===== config.mk =====
export PLATFORM = sky130hd
export DESIGN_NAME = exec_wb_buffer_flat
export DESIGN_NICKNAME = d
export VERILOG_FILES = /design/src/rtl/exec_wb_buffer_if.sv /design/src/rtl/exec_wb_buffer.sv /design/src/flat_wrapper.sv
export SDC_FILE = /design/constraint.sdc
export NUM_CORES = 1
export LEC_CHECK = 0
export BUFFER_PORTS_ARGS = -buffer_cell sky130_fd_sc_hd__buf_2
export CORE_AREA = 2 2 142 144
export DETAILED_ROUTE_END_ITERATION = 10
export DIE_AREA = 0 0 144 146
export HOLD_SLACK_MARGIN = 0.12
export PLACE_DENSITY = 0.77
export SLEW_MARGIN = 10
export SYNTH_ARGS = -nofsm -noshare
export SYNTH_HDL_FRONTEND = slang
export SYNTH_SLANG_ARGS = --single-unit

===== constraint.sdc =====
create_clock -name clk -period 4.7 [get_ports clk]
set_clock_uncertainty 0.2 [all_clocks]
set_input_delay 0.47 -clock clk [delete_from_list [all_inputs] [get_ports clk]]
set_output_delay 0.47 -clock clk [all_outputs]
set_load 0.02 [all_outputs]

===== src/rtl/exec_wb_buffer_if.sv =====
// rtl/exec_wb_buffer_if.sv - execution result / register-file writeback / forwarding bus
interface exec_wb_buffer_if #(
  parameter int DATA_WIDTH = 32,
  parameter int REG_AW     = 5,
  parameter int DEPTH      = 4
);
  localparam int CW = $clog2(DEPTH) + 1;

  logic                  ex_valid;
  logic                  ex_ready;
  logic [REG_AW-1:0]     ex_rd;
  logic [DATA_WIDTH-1:0] ex_result;
  logic                  rf_we;
  logic [REG_AW-1:0]     rf_waddr;
  logic [DATA_WIDTH-1:0] rf_wdata;
  logic                  wb_grant;
  logic [REG_AW-1:0]     fwd_rs;
  logic                  fwd_hit;
  logic [DATA_WIDTH-1:0] fwd_data;
  logic [CW-1:0]         count;

  modport master (
    output ex_valid, ex_rd, ex_result, wb_grant, fwd_rs,
    input  ex_ready, rf_we, rf_waddr, rf_wdata, fwd_hit, fwd_data, count
  );

  modport slave (
    input  ex_valid, ex_rd, ex_result, wb_grant, fwd_rs,
    output ex_ready, rf_we, rf_waddr, rf_wdata, fwd_hit, fwd_data, count
  );
endinterface


===== src/rtl/exec_wb_buffer.sv =====
// rtl/exec_wb_buffer.sv - in-order writeback FIFO with newest-wins forwarding lookup
module exec_wb_buffer #(
  parameter int DATA_WIDTH = 32,
  parameter int REG_AW     = 5,
  parameter int DEPTH      = 4
) (
  input logic            clk,
  input logic            reset,
  exec_wb_buffer_if.slave bus
);
  localparam int PW = $clog2(DEPTH);
  localparam int CW = PW + 1;

  logic [REG_AW-1:0]     ent_rd   [DEPTH];
  logic [DATA_WIDTH-1:0] ent_data [DEPTH];
  logic [PW-1:0]         wptr;
  logic [PW-1:0]         rptr;
  logic [CW-1:0]         occ;
  logic                  push;
  logic                  store;
  logic                  pop;

  // Readiness depends only on occupancy, so a full buffer never pushes through.
  assign bus.ex_ready = (occ != CW'(DEPTH));
  assign bus.rf_we    = (occ != '0);
  assign bus.count    = occ;

  // Writes to x0 complete the handshake but are discarded.
  assign push  = bus.ex_valid && bus.ex_ready;
  assign store = push && (bus.ex_rd != '0);
  assign pop   = bus.rf_we && bus.wb_grant;

  assign bus.rf_waddr = bus.rf_we ? ent_rd[rptr]   : '0;
  assign bus.rf_wdata = bus.rf_we ? ent_data[rptr] : '0;

  // Pointer and occupancy bookkeeping; reset overrides any push or pop.
  always_ff @(posedge clk) begin
    if (reset) begin
      wptr <= '0;
      rptr <= '0;
      occ  <= '0;
    end else begin
      if (store) wptr <= wptr + 1'b1;
      if (pop)   rptr <= rptr + 1'b1;
      case ({store, pop})
        2'b10:   occ <= occ + 1'b1;
        2'b01:   occ <= occ - 1'b1;
        default: occ <= occ;
      endcase
    end
  end

  // Entry storage; contents need no reset because occupancy gates every read.
  always_ff @(posedge clk) begin
    if (store) begin
      ent_rd[wptr]   <= bus.ex_rd;
      ent_data[wptr] <= bus.ex_result;
    end
  end

  // Scan oldest to youngest so the youngest matching entry wins.
  always_comb begin
    logic [PW-1:0] idx;
    bus.fwd_hit  = 1'b0;
    bus.fwd_data = '0;
    idx          = '0;
    for (int i = 0; i < DEPTH; i++) begin
      idx = rptr + PW'(i);
      if ((CW'(i) < occ) && (bus.fwd_rs != '0) && (ent_rd[idx] == bus.fwd_rs)) begin
        bus.fwd_hit  = 1'b1;
        bus.fwd_data = ent_data[idx];
      end
    end
  end
endmodule

===== src/flat_wrapper.sv =====
// flat-port wrapper written by rule: the top's interface ports become plain ports
module exec_wb_buffer_flat 
#(
  parameter int DATA_WIDTH = 32,
  parameter int REG_AW     = 5,
  parameter int DEPTH      = 4
)
  (clk, reset, bus_ex_valid, bus_ex_rd, bus_ex_result, bus_wb_grant, bus_fwd_rs, bus_ex_ready, bus_rf_we, bus_rf_waddr, bus_rf_wdata, bus_fwd_hit, bus_fwd_data, bus_count);
  exec_wb_buffer_if #(.DATA_WIDTH(DATA_WIDTH), .REG_AW(REG_AW), .DEPTH(DEPTH)) bus_i ();
  input logic clk;
  input logic reset;
  input wire logic [$bits(bus_i.ex_valid)-1:0] bus_ex_valid;
  input wire logic [$bits(bus_i.ex_rd)-1:0] bus_ex_rd;
  input wire logic [$bits(bus_i.ex_result)-1:0] bus_ex_result;
  input wire logic [$bits(bus_i.wb_grant)-1:0] bus_wb_grant;
  input wire logic [$bits(bus_i.fwd_rs)-1:0] bus_fwd_rs;
  output wire logic [$bits(bus_i.ex_ready)-1:0] bus_ex_ready;
  output wire logic [$bits(bus_i.rf_we)-1:0] bus_rf_we;
  output wire logic [$bits(bus_i.rf_waddr)-1:0] bus_rf_waddr;
  output wire logic [$bits(bus_i.rf_wdata)-1:0] bus_rf_wdata;
  output wire logic [$bits(bus_i.fwd_hit)-1:0] bus_fwd_hit;
  output wire logic [$bits(bus_i.fwd_data)-1:0] bus_fwd_data;
  output wire logic [$bits(bus_i.count)-1:0] bus_count;
  assign bus_i.ex_valid = bus_ex_valid;
  assign bus_i.ex_rd = bus_ex_rd;
  assign bus_i.ex_result = bus_ex_result;
  assign bus_i.wb_grant = bus_wb_grant;
  assign bus_i.fwd_rs = bus_fwd_rs;
  assign bus_ex_ready = bus_i.ex_ready;
  assign bus_rf_we = bus_i.rf_we;
  assign bus_rf_waddr = bus_i.rf_waddr;
  assign bus_rf_wdata = bus_i.rf_wdata;
  assign bus_fwd_hit = bus_i.fwd_hit;
  assign bus_fwd_data = bus_i.fwd_data;
  assign bus_count = bus_i.count;
  exec_wb_buffer #(.DATA_WIDTH(DATA_WIDTH), .REG_AW(REG_AW), .DEPTH(DEPTH)) u_core (.clk(clk), .reset(reset), .bus(bus_i));
endmodule

# [Word level (Yosys, flattened, before mapping)]
# Memory sizes are Yosys's and may differ from the RTL's. A register that Yosys moved wholly into a read port is not among the register bits.
# Cells that the tools add are included.
[word_totals] out_inout_bits=75 n_memories=2 ff_bits=7 ramBits=148
[mem_list] name="u_core.ent_data" depth=4 width=32 rd=4 rd_clocked_by_memory_dff=1 wr=1 line_no="exec_wb_buffer.sv:15" source="logic [DATA_WIDTH-1:0] ent_data [DEPTH];"
[mem_list] name="u_core.ent_rd" depth=4 width=5 rd=4 rd_clocked_by_memory_dff=1 wr=1 line_no="exec_wb_buffer.sv:14" source="logic [REG_AW-1:0] ent_rd [DEPTH];"
[op_classes] muxes=17 eq_ne=7 order_cmp=4 n_reduce_logical=15 add_sub_neg=6
[ops] op="32-bit two-way mux" n=5
[ops] op="5-bit == test" n=4
[ops] op="1-bit logical AND" n=11
[ops] op="5-bit nonzero test" n=2
[ops] op="2-bit two-way mux" n=4
[ops] op="1-bit by 3-bit less-than comparator with 1-bit output (first input constant)" n=2
[ops] op="2-bit by 3-bit less-than comparator with 1-bit output (first input constant)" n=2
[ops] op="1-bit two-way mux" n=6
[ops] op="3-bit case mux with 2 select lines" n=1
[ops] op="5-bit two-way mux" n=1
[ops] op="2-bit by 1-bit adder with 2-bit output (second input constant)" n=2
[ops] op="2-bit adder (second input constant)" n=2
[ops] op="3-bit by 1-bit adder with 3-bit output (second input constant)" n=1
[ops] op="3-bit != test (second input constant)" n=1
[ops] op="3-bit nonzero test" n=1
[ops] op="3-bit by 1-bit subtractor with 3-bit output (second input constant)" n=1
[ops] op="2-bit by 1-bit == test with 1-bit output (second input constant)" n=1
[ops] op="2-bit == test (second input constant)" n=1
[ops] op="2-bit nonzero test" n=1

# [Longest topological paths before layout]
[logic_depth] ltp_word=7 depth_mapped=10 ltp_nobuf=10

# [Worst setup path before layout]
# OpenSTA, ideal clock, no wires.
[synth_timing] path_type="register -> output" from="register (tool-made name)" to="output bus_fwd_data[2]" required_ns=4.030 stages_incl_launch_ff=9 arrival_time_ns=2.461 slack_ns=1.569 path_cell_list="dfxtp_1 buf_4 mux4_2 a211o_1 a221o_1 buf_2 nor3_1 mux2i_1 o221ai_1"
[synth_rtl] item="end: declaration" line_no="flat_wrapper.sv:22" source="output wire logic [$bits(bus_i.fwd_data)-1:0] bus_fwd_data;"

# [Worst setup path after layout]
[layout_timing] from="register u_core.rptr[0]" to="output bus_fwd_data[0]"
[layout_between] elab_chain_cells=7
[layout_rtl] item="start: declaration" line_no="exec_wb_buffer.sv:17" source="logic [PW-1:0] rptr;"
[layout_rtl] item="start signal: assignment" line_no="exec_wb_buffer.sv:44" source="if (pop) rptr <= rptr + 1'b1;"
[layout_rtl] item="2-bit by 1-bit adder with 2-bit output" line_no="exec_wb_buffer.sv:68" source="idx = rptr + PW'(i);"
[layout_rtl] item="memory 4 x 5 bit"
[layout_rtl] item="5-bit == test" line_no="exec_wb_buffer.sv:69" source="if ((CW'(i) < occ) && (bus.fwd_rs != '0) && (ent_rd[idx] == bus.fwd_rs)) begin"
[layout_rtl] item="1-bit logical AND" line_no="exec_wb_buffer.sv:69"
[layout_rtl] item="32-bit two-way mux (2 in a row)" line_no="exec_wb_buffer.sv:69"
[layout_rtl] item="32-bit two-way mux (*)" line_no="exec_wb_buffer.sv:69"
# Mark *: on every way between the ends. The rest lies on a longest branch, timed or not.

==> impl_metrics.yaml <==
timing:
  maxSlewViolCount: 0
  setup_viol: 0
  fmax_mhz: 227
  fin_crit_ps: 4410
  finalSetupTns_ps: 0
  tightest_slew_ps: 1190
  max_slew_margin: 0.204
  fin_crit_sh: 0.938
  hold_viol_final: 0
  rsz0062_at_grt: "no"
synthesis:
  ys.warnings.count: 0
  yosys_register_bits: 157
  ys_types: 39
  syn_area_per_cell_um2: 15.2
  synth_nets: 748
  netlist_area_um2: 10500
  ys_seq_area_frac: 0.439
  synthCells: 694
route:
  wl_per_cell_um: 24.5
  first_iter_violations: 720
  avgViaCountPerCell: 6.81
  first_pass_iters: 5
  detail-route-antenna-nets: 0
  vias: 7454
  drc: 0
  wl_mm: 26.8
clock_network:
  htreeDepth: 4
  cts_sinks: 157
  cts-root-buf: "clkbuf_16"
  clockBufferDepth: 2
  cts_hold_buf: 35
  clock_latency_ps: 430
  cts_inserted_buffers: 17
  cts_resized: 0
  clk_pin_slew_ps: 60
  cts_setup_buffers: 0
  cts_tree: "done"
placement:
  gp_congestion: 0.869
  port_buffers: 120
  dp_hpwl_mm: 16.7
finish:
  drive_above_1_share: 0.419
  area_growth_pct: 16.1
  layout_commonest_cell: "edfxtp_1"
  seq_area_um2: 4630
  mostFrequentLayoutCells: "edfxtp_1 (148), mux4_2 (141), buf_2 (120)"
  fillCellCount: 1349
  final_net_count: 871
  multiInputGateArea_um2: 5550
critical_path:
  end_kind: "output port"
  cpLargestDelayFamily: "buffers and inverters"
  critical_path_required_ps: 4030
  slowest_stage: "dfxtp_4"
  r2r_end: "u_core.ent_data[0][25]$_DFFE_PP_"
  worst_setup_path_start_kind: "flop"
  r2r_cells: 6
  rrSetupSlack_ps: 1700
  max_stage_delay_ps: 690
  path_class: "reg -> out"
  crit_chain: "buf_4 > mux2i_1 > xnor2_1 > or3_1 > a21oi_4 > buf_4 > nand3_1 > o221ai_1 > buf_2"
  path_depth: 9
  path_max_fanout: 32
  worst-path-buf-inv: 3
  worstPathArrival_ps: 3740
  crit-reg2reg-launch: "u_core.bus.count[0]$_SDFFE_PP0P_"
  cpMostUsedCell: "buf_4"
global_route:
  grt_first_pass_wirelength_mm: 41.8
  grt_antenna_before_repair: 0
  busiest_layer: "met2"
  grt_max_degree: 65
  grtUsageMet1: 0.335
  first_global_vias: 7621
  grt_usage: 0.263
  grtUsageMet2: 0.440
  grt-ovfl-total: 0
  grtUsageMet3: 0.0569
floorplan:
  core_area_um2: 19300
  start_util: 0.545
  die_height_um: 146
  die_w_um: 144
  io_pins: 121
  dieArea_um2: 21000
  num_rows: 51
min_path:
  worstHoldPathCells: 2
  hp-class: "in -> reg"
  min_to: "u_core.rptr[0]$_SDFFE_PP0P_"
  hp-start: "reset"
run_status:
  status: "completed"
power_and_ir_drop:
  p_per_area_nw_per_um2: 483
  ir_drop_mv: 0.321
  finalPower_w: 0.00591
  power_leakage_nw: 3.96
job:
  cap_violations: 0
==> state kept, by name, indices dropped and copies added (netlist names), named ones only <==
| name | flops |
|---|---|
| u_core.ent_data | 128 |
| u_core.rptr | 2 |
| u_core.bus.count | 3 |
| u_core.ent_rd | 20 |
| u_core.wptr | 2 |
==> Yosys cell counts, drive strengths merged <==
cell	number	area [um^2]
mux4	146	3310
mux2i	39	390
a21boi	1	7.51
nand2b	1	6.26
nand2	69	259
ha	8	100
xor2	10	87.6
nor3	36	191
inv	6	22.5
and2	42	263
a211o	1	8.76
a21oi	6	33.8
nand3	30	150
o21ai	1	5.00
nor3b	1	7.51
o221ai	29	417
a21o	1	7.51
nand4	2	12.5
clkbuf	36	136
a211oi	2	15.0
nor2	10	37.5
o211ai	3	37.5
a221o	1	10.0
nand4b	3	26.3
or3	4	25.0
buf	35	219
xnor2	14	123
dfxtp	9	180
edfxtp	148	4440
==> report_power, final <==
part | switching [W] | internal, W
registers | 0.000210 | 0.00168
logic | 0.00144 | 0.00124
clock network | 0.000515 | 0.000822
total | 0.00216 | 0.00374
==> how the worst max path moves through the flow <==
stage                                      startpoint                to  slack [ps]
after floorplan                                  flop   bus_fwd_data[2]        1570
after global placement                           flop  bus_fwd_data[17]         850
after detailed placement  u_core.rptr[0]$_SDFFE_PP0P_   bus_fwd_data[0]         790
after CTS                                        flop   bus_fwd_data[0]         330
after global routing                             flop  bus_fwd_data[20]          90
final                     u_core.rptr[0]$_SDFFE_PP0P_   bus_fwd_data[0]         290
==> final cells by class <==
cell class,instances,share of cell area
multi-input cells,460,0.454
flip-flops and latches,157,0.379
repair buffers,175,0.0913
clock buffers,21,0.0360
well taps,265,0.0271
clock inverters,10,0.0100
inverters,6,0.00184
diodes,1,0.000205
==> cells by family after synthesis <==
| group | after synthesis | synth area share |
|---|---|---|
| AOI/OAI and AO/OA | 45 | 0.0514 |
| xor gates and xnor gates | 24 | 0.0200 |
| adders and majority gates | 8 | 0.00951 |
| buffers and inverters | 77 | 0.0359 |
| DFF | 157 | 0.439 |
| muxes | 185 | 0.351 |
| and+or+nand+nor | 198 | 0.0929 |
==> metal layers <==
layer | up-vias | share of wire
li1 | 3111 | -
met1 | 3851 | 0.38
met2 | 422 | 0.52
met3 | 70 | 0.078
met4 | 0 | 0.030
met5 | - | 0
==> per-stage QoR <==
| step | utilization | hold WS, ps | setup WS [ps] | area (um^2) | cells |
|---|---|---|---|---|---|
| after floorplan | - | 314 | 1570 | 10500 | 694 |
| after global placement | 0.584 | 328 | 851 | 11300 | 1027 |
| after detailed placement | 0.584 | 386 | 790 | 11300 | 1027 |
| after CTS | 0.632 | 122 | 334 | 12200 | 1093 |
| after global routing | 0.632 | 126 | 91.1 | 12200 | 1094 |
| final | 0.632 | 131 | 290 | 12200 | 1095 |
Note: power is estimated with default switching activity, not from simulation.
